==> config.mk <==
export PLATFORM = sky130hd
export DESIGN_NAME = fourbit_serial_subtractor_flat
export DESIGN_NICKNAME = d
export VERILOG_FILES = /design/src/rtl/fourbit_serial_subtractor_pkg.sv /design/src/rtl/fourbit_serial_subtractor_if.sv /design/src/rtl/fullsubtractor.sv /design/src/rtl/fourbit_serial_subtractor.sv /design/src/flat_wrapper.sv
export SDC_FILE = /design/constraint.sdc
export NUM_CORES = 1
export LEC_CHECK = 0
export ABC_AREA = 1
export ABC_CLOCK_PERIOD_IN_PS = 2750
export CAP_MARGIN = 20
export CORE_MARGIN = 1.5
export CORE_UTILIZATION = 54
export CTS_CLUSTER_SIZE = 14
export DETAILED_ROUTE_END_ITERATION = 8
export HOLD_SLACK_MARGIN = 0.03
export PLACE_DENSITY = 0.86
export REMOVE_ABC_BUFFERS = 1
export SLEW_MARGIN = 20
export SYNTH_ARGS = -nofsm -noshare
export SYNTH_HDL_FRONTEND = slang
export SYNTH_SLANG_ARGS = --single-unit
==> constraint.sdc <==
create_clock -name clk -period 2.75 [get_ports clk]
set_clock_uncertainty 0.1 [all_clocks]
set_input_delay 0.825 -clock clk [delete_from_list [all_inputs] [get_ports clk]]
set_output_delay 0.825 -clock clk [all_outputs]
set_load 0.005 [all_outputs]
==> src/rtl/fourbit_serial_subtractor_pkg.sv <==
// Shared constants for the bit-serial arithmetic blocks: operand width and FSM encodings.
package fourbit_serial_subtractor_pkg;

    localparam int unsigned WIDTH = 4;
    localparam int unsigned CNT_W = 2;
    localparam int unsigned ST_W  = 2;

    localparam logic [ST_W-1:0] ST_IDLE  = 2'd0;
    localparam logic [ST_W-1:0] ST_SHIFT = 2'd1;
    localparam logic [ST_W-1:0] ST_DONE  = 2'd2;

endpackage

==> src/rtl/fourbit_serial_subtractor_if.sv <==
// Operand/result handshake bundle between the operand registers and the serial subtractor.
interface fourbit_serial_subtractor_if;
    import fourbit_serial_subtractor_pkg::*;

    logic             start;
    logic [WIDTH-1:0] A;
    logic [WIDTH-1:0] B;
    logic             Bin;
    logic             busy;
    logic             done;
    logic [WIDTH-1:0] Diff;
    logic             Bout;
    logic             Ovf;

    modport master (
        output start, A, B, Bin,
        input  busy, done, Diff, Bout, Ovf
    );

    modport slave (
        input  start, A, B, Bin,
        output busy, done, Diff, Bout, Ovf
    );

endinterface

==> src/rtl/fullsubtractor.sv <==
// Single-bit full subtractor; port order mirrors the full-adder cell.
module fullsubtractor (
    input  logic a,
    input  logic b,
    input  logic bin,
    output logic bout,
    output logic d
);

    // Difference and borrow-out of a - b - bin
    always_comb begin
        d    = a ^ b ^ bin;
        bout = (~a & b) | (~(a ^ b) & bin);
    end

endmodule

==> src/rtl/fourbit_serial_subtractor.sv <==
// Bit-serial 4-bit subtractor: Diff = A - B - Bin, one bit per clock through one cell.
module fourbit_serial_subtractor
    import fourbit_serial_subtractor_pkg::*;
(
    input  logic                          clk,
    input  logic                          rst,
    fourbit_serial_subtractor_if.slave    bus
);

    logic [ST_W-1:0]  state_q,  state_d;
    logic [CNT_W-1:0] cnt_q,    cnt_d;
    logic [WIDTH-1:0] a_sh_q,   a_sh_d;
    logic [WIDTH-1:0] b_sh_q,   b_sh_d;
    logic [WIDTH-1:0] res_q,    res_d;
    logic             borrow_q, borrow_d;
    logic [WIDTH-1:0] diff_q,   diff_d;
    logic             bout_q,   bout_d;
    logic             ovf_q,    ovf_d;
    logic             busy_q,   busy_d;
    logic             done_q,   done_d;

    logic cell_d;
    logic cell_bout;

    fullsubtractor u_cell (
        .a    (a_sh_q[0]),
        .b    (b_sh_q[0]),
        .bin  (borrow_q),
        .bout (cell_bout),
        .d    (cell_d)
    );

    // State, datapath and output registers
    always_ff @(posedge clk or posedge rst) begin
        if (rst) begin
            state_q  <= ST_IDLE;
            cnt_q    <= '0;
            a_sh_q   <= '0;
            b_sh_q   <= '0;
            res_q    <= '0;
            borrow_q <= 1'b0;
            diff_q   <= '0;
            bout_q   <= 1'b0;
            ovf_q    <= 1'b0;
            busy_q   <= 1'b0;
            done_q   <= 1'b0;
        end else begin
            state_q  <= state_d;
            cnt_q    <= cnt_d;
            a_sh_q   <= a_sh_d;
            b_sh_q   <= b_sh_d;
            res_q    <= res_d;
            borrow_q <= borrow_d;
            diff_q   <= diff_d;
            bout_q   <= bout_d;
            ovf_q    <= ovf_d;
            busy_q   <= busy_d;
            done_q   <= done_d;
        end
    end

    // Next-state, shift datapath and result capture
    always_comb begin
        state_d  = state_q;
        cnt_d    = cnt_q;
        a_sh_d   = a_sh_q;
        b_sh_d   = b_sh_q;
        res_d    = res_q;
        borrow_d = borrow_q;
        diff_d   = diff_q;
        bout_d   = bout_q;
        ovf_d    = ovf_q;

        case (state_q)
            ST_IDLE: begin
                if (bus.start) begin
                    a_sh_d   = bus.A;
                    b_sh_d   = bus.B;
                    borrow_d = bus.Bin;
                    cnt_d    = '0;
                    state_d  = ST_SHIFT;
                end
            end
            ST_SHIFT: begin
                res_d    = {cell_d, res_q[WIDTH-1:1]};
                a_sh_d   = a_sh_q >> 1;
                b_sh_d   = b_sh_q >> 1;
                borrow_d = cell_bout;
                cnt_d    = cnt_q + CNT_W'(1);
                if (cnt_q == CNT_W'(WIDTH - 1)) begin
                    // borrow_q here is the borrow into the sign bit
                    diff_d  = {cell_d, res_q[WIDTH-1:1]};
                    bout_d  = cell_bout;
                    ovf_d   = borrow_q ^ cell_bout;
                    state_d = ST_DONE;
                end
            end
            ST_DONE: begin
                state_d = ST_IDLE;
            end
            default: begin
                state_d = ST_IDLE;
            end
        endcase

        busy_d = (state_d != ST_IDLE);
        done_d = (state_d == ST_DONE);
    end

    // Drive the bus from registered outputs
    always_comb begin
        bus.busy = busy_q;
        bus.done = done_q;
        bus.Diff = diff_q;
        bus.Bout = bout_q;
        bus.Ovf  = ovf_q;
    end

endmodule

==> src/flat_wrapper.sv <==
// flat-port wrapper written by rule: the top's interface ports become plain ports
module fourbit_serial_subtractor_flat import fourbit_serial_subtractor_pkg::*;
  (clk, rst, bus_start, bus_A, bus_B, bus_Bin, bus_busy, bus_done, bus_Diff, bus_Bout, bus_Ovf);
  fourbit_serial_subtractor_if bus_i ();
  input  logic clk;
  input  logic rst;
  input wire logic [$bits(bus_i.start)-1:0] bus_start;
  input wire logic [$bits(bus_i.A)-1:0] bus_A;
  input wire logic [$bits(bus_i.B)-1:0] bus_B;
  input wire logic [$bits(bus_i.Bin)-1:0] bus_Bin;
  output wire logic [$bits(bus_i.busy)-1:0] bus_busy;
  output wire logic [$bits(bus_i.done)-1:0] bus_done;
  output wire logic [$bits(bus_i.Diff)-1:0] bus_Diff;
  output wire logic [$bits(bus_i.Bout)-1:0] bus_Bout;
  output wire logic [$bits(bus_i.Ovf)-1:0] bus_Ovf;
  assign bus_i.start = bus_start;
  assign bus_i.A = bus_A;
  assign bus_i.B = bus_B;
  assign bus_i.Bin = bus_Bin;
  assign bus_busy = bus_i.busy;
  assign bus_done = bus_i.done;
  assign bus_Diff = bus_i.Diff;
  assign bus_Bout = bus_i.Bout;
  assign bus_Ovf = bus_i.Ovf;
  fourbit_serial_subtractor u_core (.clk(clk), .rst(rst), .bus(bus_i));
endmodule
### Yosys cells after proc, flatten, opt, wreduce, memory -nomap -nowiden

Index checks and enable logic that the tools add are counted.

| cells by class | value |
|---|---|
| add/subtract/negate cells | 1 |
| eq/ne operators | 4 |
| mux-type cells | 11 |
| bitwise gates (word level) | 8 |
| reductions and logical operators | 5 |

Operators with widths:

| cell | number |
|---|---|
| 4-bit case mux with 2 select lines | 2 |
| 4-bit two-way mux | 2 |
| 2-bit case mux with 2 select lines | 2 |
| 2-bit two-way mux | 3 |
| 2-bit equality test (second input constant) | 2 |
| 2-bit AND reduction | 2 |
| 2-bit nonzero test | 2 |
| 1-bit XOR | 3 |
| 2-bit by 1-bit adder with 2-bit output (second input constant) | 1 |
| 1-bit AND | 2 |
| 2-bit by 1-bit equality test with 1-bit output (second input constant) | 1 |
| 2-bit logical NOT | 1 |
| 2-bit inequality test (second input constant) | 1 |
| 1-bit NOT | 2 |
| 1-bit case mux with 2 select lines | 1 |
| 1-bit two-way mux | 1 |
| 1-bit bitwise OR | 1 |

| storage, ports and cells | value |
|---|---|
| flip-flop bits (word level) | 25 |
| input bits | 12 |
| output and inout bits | 8 |
| word-level logic and storage cells | 40 |

### Longest topological paths before layout

| logic depth | value |
|---|---|
| word-level depth | 5 |
| gate-level depth with buffers | 6 |

### Hierarchy

From an unflattened synthesis, not the netlist that was laid out.

| second synthesis, totals | value |
|---|---|
| cell total of the unflattened synthesis | 125 |
| area total of the unflattened synthesis | 1066.0 um^2 |

Modules (own cells, without submodules):

| module | instances | cells each | area an instance (um^2) | sequential area each (um^2) |
|---|---|---|---|---|
| fourbit_serial_subtractor | 1 | 121 | 1034.7 | 600.6 |
| fullsubtractor | 1 | 4 | 31.3 | 0.0 |

### Worst setup path after synthesis

OpenSTA, ideal clock, no wires.

| timing path | value |
|---|---|
| path type | input to register |
| start point | input port bus_start |
| end point | register u_core.borrow_q |
| setup time | 68 ps |
| data arrival time | 1210 ps |
| setup slack | 1371 ps |
| cell stages on the path | 3 |
| buffers on the path | 0 |
| path through | o21ai_2 nand2_1 nand3_1 |

| on the way | value |
|---|---|
| longest elaborated chain between the ends | 2 |

RTL lines:

| item | RTL line | RTL |
|---|---|---|
| from (decl) | flat_wrapper.sv:7 | `input wire logic [$bits(bus_i.start)-1:0] bus_start;` |
| 2-bit inequality test (no source line) | -- |  |
| 2-bit AND reduction (no source line) | -- |  |
| to (signal assigned) | fourbit_serial_subtractor.sv:53 | `borrow_q <= borrow_d;` |
| to (decl) | fourbit_serial_subtractor.sv:15 | `logic borrow_q, borrow_d;` |

Every way passes these cells.
A chain may end at the register's enable or synchronous reset.

### Worst setup path in the final report

| timing path | value |
|---|---|
| start point | register u_core.diff_q[2], in the netlist u_core.bus.Diff[2] |
| end point | output port bus_Diff[2] |

RTL lines:

| item | RTL line | RTL |
|---|---|---|
| from (decl) | fourbit_serial_subtractor.sv:16 | `logic [WIDTH-1:0] diff_q, diff_d;` |
| from (signal assigned) | fourbit_serial_subtractor.sv:54 | `diff_q <= diff_d;` |
| to (decl) | flat_wrapper.sv:13 | `output wire logic [$bits(bus_i.Diff)-1:0] bus_Diff;` |

No word-level cell between the ends.

==> flow_summary.ini <==
[outcome]
status = finished clean

[critical_path]
critPathMaxStageDelay_ns = 0.51
cp_cell_sequence = clkdlybuf4s50_1
cp_num_cells = 1
crit_buf_inv = 1
cp-start-kind = flop
r2r_slack_ns = 1.24
crit_path_top_delay_cell = clkdlybuf4s50_1
crit_type = flop to output port
worstPathMaxFanout = 2
reg2reg_from = u_core.state_q[0]$_DFF_PP0_
endpoint_kind = output port
cpLargestDelayFamily = buffers and inverters
cp.required_ns = 1.83
worstPathArrival_ns = 1.20
rr_worst_depth = 4
startpoint = u_core.bus.Diff[2]$_DFFE_PP0P_

[drt]
drc = 0
drt_first_pass_iters = 4
routedWlPerCell_um = 11.0
num_vias = 830
vias_per_cell = 4.85
wl_mm = 1.88
postRouteAntennaNets = 0
first_iter_violations = 14

[cells_and_area]
final_common_cell = nand2_1
antennaDiodeCount = 0
final_nets = 162
final_util = 0.727
syn2layout_area_growth_pct = 21.9
layout-drive-gt1-share = 0.0548
final_cell_mix = 45 x nand2_1, 24 x dfrtp_1, 19 x inv_1, 19 x clkdlybuf4s50_1, 14 x nand3_1

[power_and_ir_drop]
max-vdd-ir-drop_uv = 532
switching_share = 0.399
power_mw = 1.41
power_density_mw_per_mm2 = 1090
p_comb_frac = 0.454
leakage_nw = 0.676
p_sw_mw = 0.564
p_clk_frac = 0.106
p_seq_frac = 0.440
internal_power_mw = 0.848

[sta]
hold_viol_final = 0
setup_viol = 0
rsz0062_at_grt = no
tightest_slew_ns = 0.376
report.final.slew_viol_count = 0
timing.slew.headroom = 0.749
finalSetupTns_ns = 0
period_needed_ns = 2.13
min_period_over_period = 0.773
fmax_mhz = 470

[cts]
ctsHoldBuffers = 0
cts_buffers = 3
clock_sinks = 24
root_buffer = clkbuf_4
cts_tree = done
cts.clk_slew.worst_paths_ns = 0.12
postCtsSetupBuffers = 0
ctsResizeCount = 0
htreeDepth = 1
insertion_delay_ns = 0.31
cts.path.max_buffers = 2

[global_route]
first_global_vias = 746
grt-ovfl-total = 0
grt_util_all_layers = 0.209
grt_first_pass_wirelength_mm = 3.22
antenna_found_initial = 0
grt_max_degree = 25

[synthesis]
yosysWarningCount = 0
yosysSeqAreaShare = 0.565
synth-seq-cells = 24
synth_cell_types = 17
netlist_area_mm2 = 0.00106
synth_cells = 125
synth.avg_cell_area_um2 = 8.51

[floorplan]
die-area_mm2 = 0.00224
initial_core_util = 0.596
die_h_um = 47.4
die_w_um = 47.4
core-area_mm2 = 0.00178
std_cell_rows = 15
io_pins = 20

[place]
port_buffers = 19
place.gp.congestion = 0.782
hpwl_mm = 1.42

[worst_hold_path]
min_path_type = flop to flop
worstHoldPathCells = 2
min_from = u_core.bus.Diff[0]$_DFFE_PP0P_

[job]
drv_cap = 0
## registers in the layout, indices dropped and copies added, names as in the netlist
name / cells
u_core.borrow_q: 1
u_core.bus.busy: 1
u_core.b_sh_q: 4
u_core.bus.Diff: 4
u_core.bus.Ovf: 1
u_core.state_q: 2
u_core.a_sh_q: 4
u_core.cnt_q: 2
u_core.res_q: 3
u_core.bus.done: 1
u_core.bus.Bout: 1
## path summary, 6_finish.rpt
kind / end
max: bus_Diff[2]
min: u_core.bus.Diff[0]$_DFFE_PP0P_
max reg2reg: u_core.b_sh_q[2]$_DFFE_PP0P_
min reg2reg: u_core.bus.Diff[0]$_DFFE_PP0P_
max in group asynchronous: u_core.cnt_q[1]$_DFFE_PP0P_
min in group asynchronous: u_core.bus.Diff[0]$_DFFE_PP0P_
## stage by stage
stage,instances,hold slack (ns),area [µm²],setup slack [ns]
final,171,0.381,1300,0.623
after global routing,171,0.420,1300,0.564
after CTS,171,0.389,1300,0.603
after detailed placement,168,0.358,1270,0.761
after global placement,168,0.354,1270,0.774
after floorplan,123,0.346,1040,1.36
## area by class of cell
cell class | instances | area, µm²
clock buffer | 3 | 22.5
fill | 141 | 487
inverter | 20 | 75.1
multi-input combinational | 79 | 369
sequential | 24 | 601
tap | 25 | 31.3
timing repair buffer | 20 | 198
## metal layers
metal	vias to the layer above	track usage	wire, µm	part of all wire
met3	5	0.0462	57	0.030
li1	425	-	-	-
met4	0	0.100	40	0.021
met2	14	0.335	917	0.49
met1	386	0.266	862	0.46
met5	-	0	0	0
## power groups by stage
stage	clock network, mW	logic, mW	registers [mW]
final	0.150	0.642	0.621
after global routing	0.164	0.736	0.643
after CTS	0.156	0.653	0.622
after detailed placement	0	0.647	0.630
after global placement	0	0.621	0.622
after floorplan	0	0.424	0.613
## synthesized netlist by cell type
cell | number | area [µm²]
a21oi_1 | 2 | 10.0
buf_4 | 1 | 7.51
buf_6 | 1 | 11.3
dfrtp_1 | 24 | 601
fa_1 | 1 | 20.0
ha_1 | 1 | 12.5
inv_1 | 19 | 71.3
inv_2 | 1 | 3.75
nand2_1 | 45 | 169
nand2_2 | 1 | 6.26
nand3_1 | 14 | 70.1
nand4_1 | 1 | 6.26
nor2_1 | 4 | 15.0
nor2_4 | 1 | 11.3
o21ai_0 | 6 | 30.0
o21ai_1 | 2 | 10.0
o21ai_2 | 1 | 8.76
## kinds of logic (layout without fill, tap and decap cells)
| group | count (synthesis) | in the layout | synth area share |
|---|---|---|---|
| simple gates | 66 | 66 | 0.261 |
| fa+ha+maj | 2 | 2 | 0.0306 |
| compound gates | 11 | 11 | 0.0553 |
| flops | 24 | 24 | 0.565 |
| buf+inv | 22 | 43 | 0.0882 |
Power figures use the tool's default switching activity.
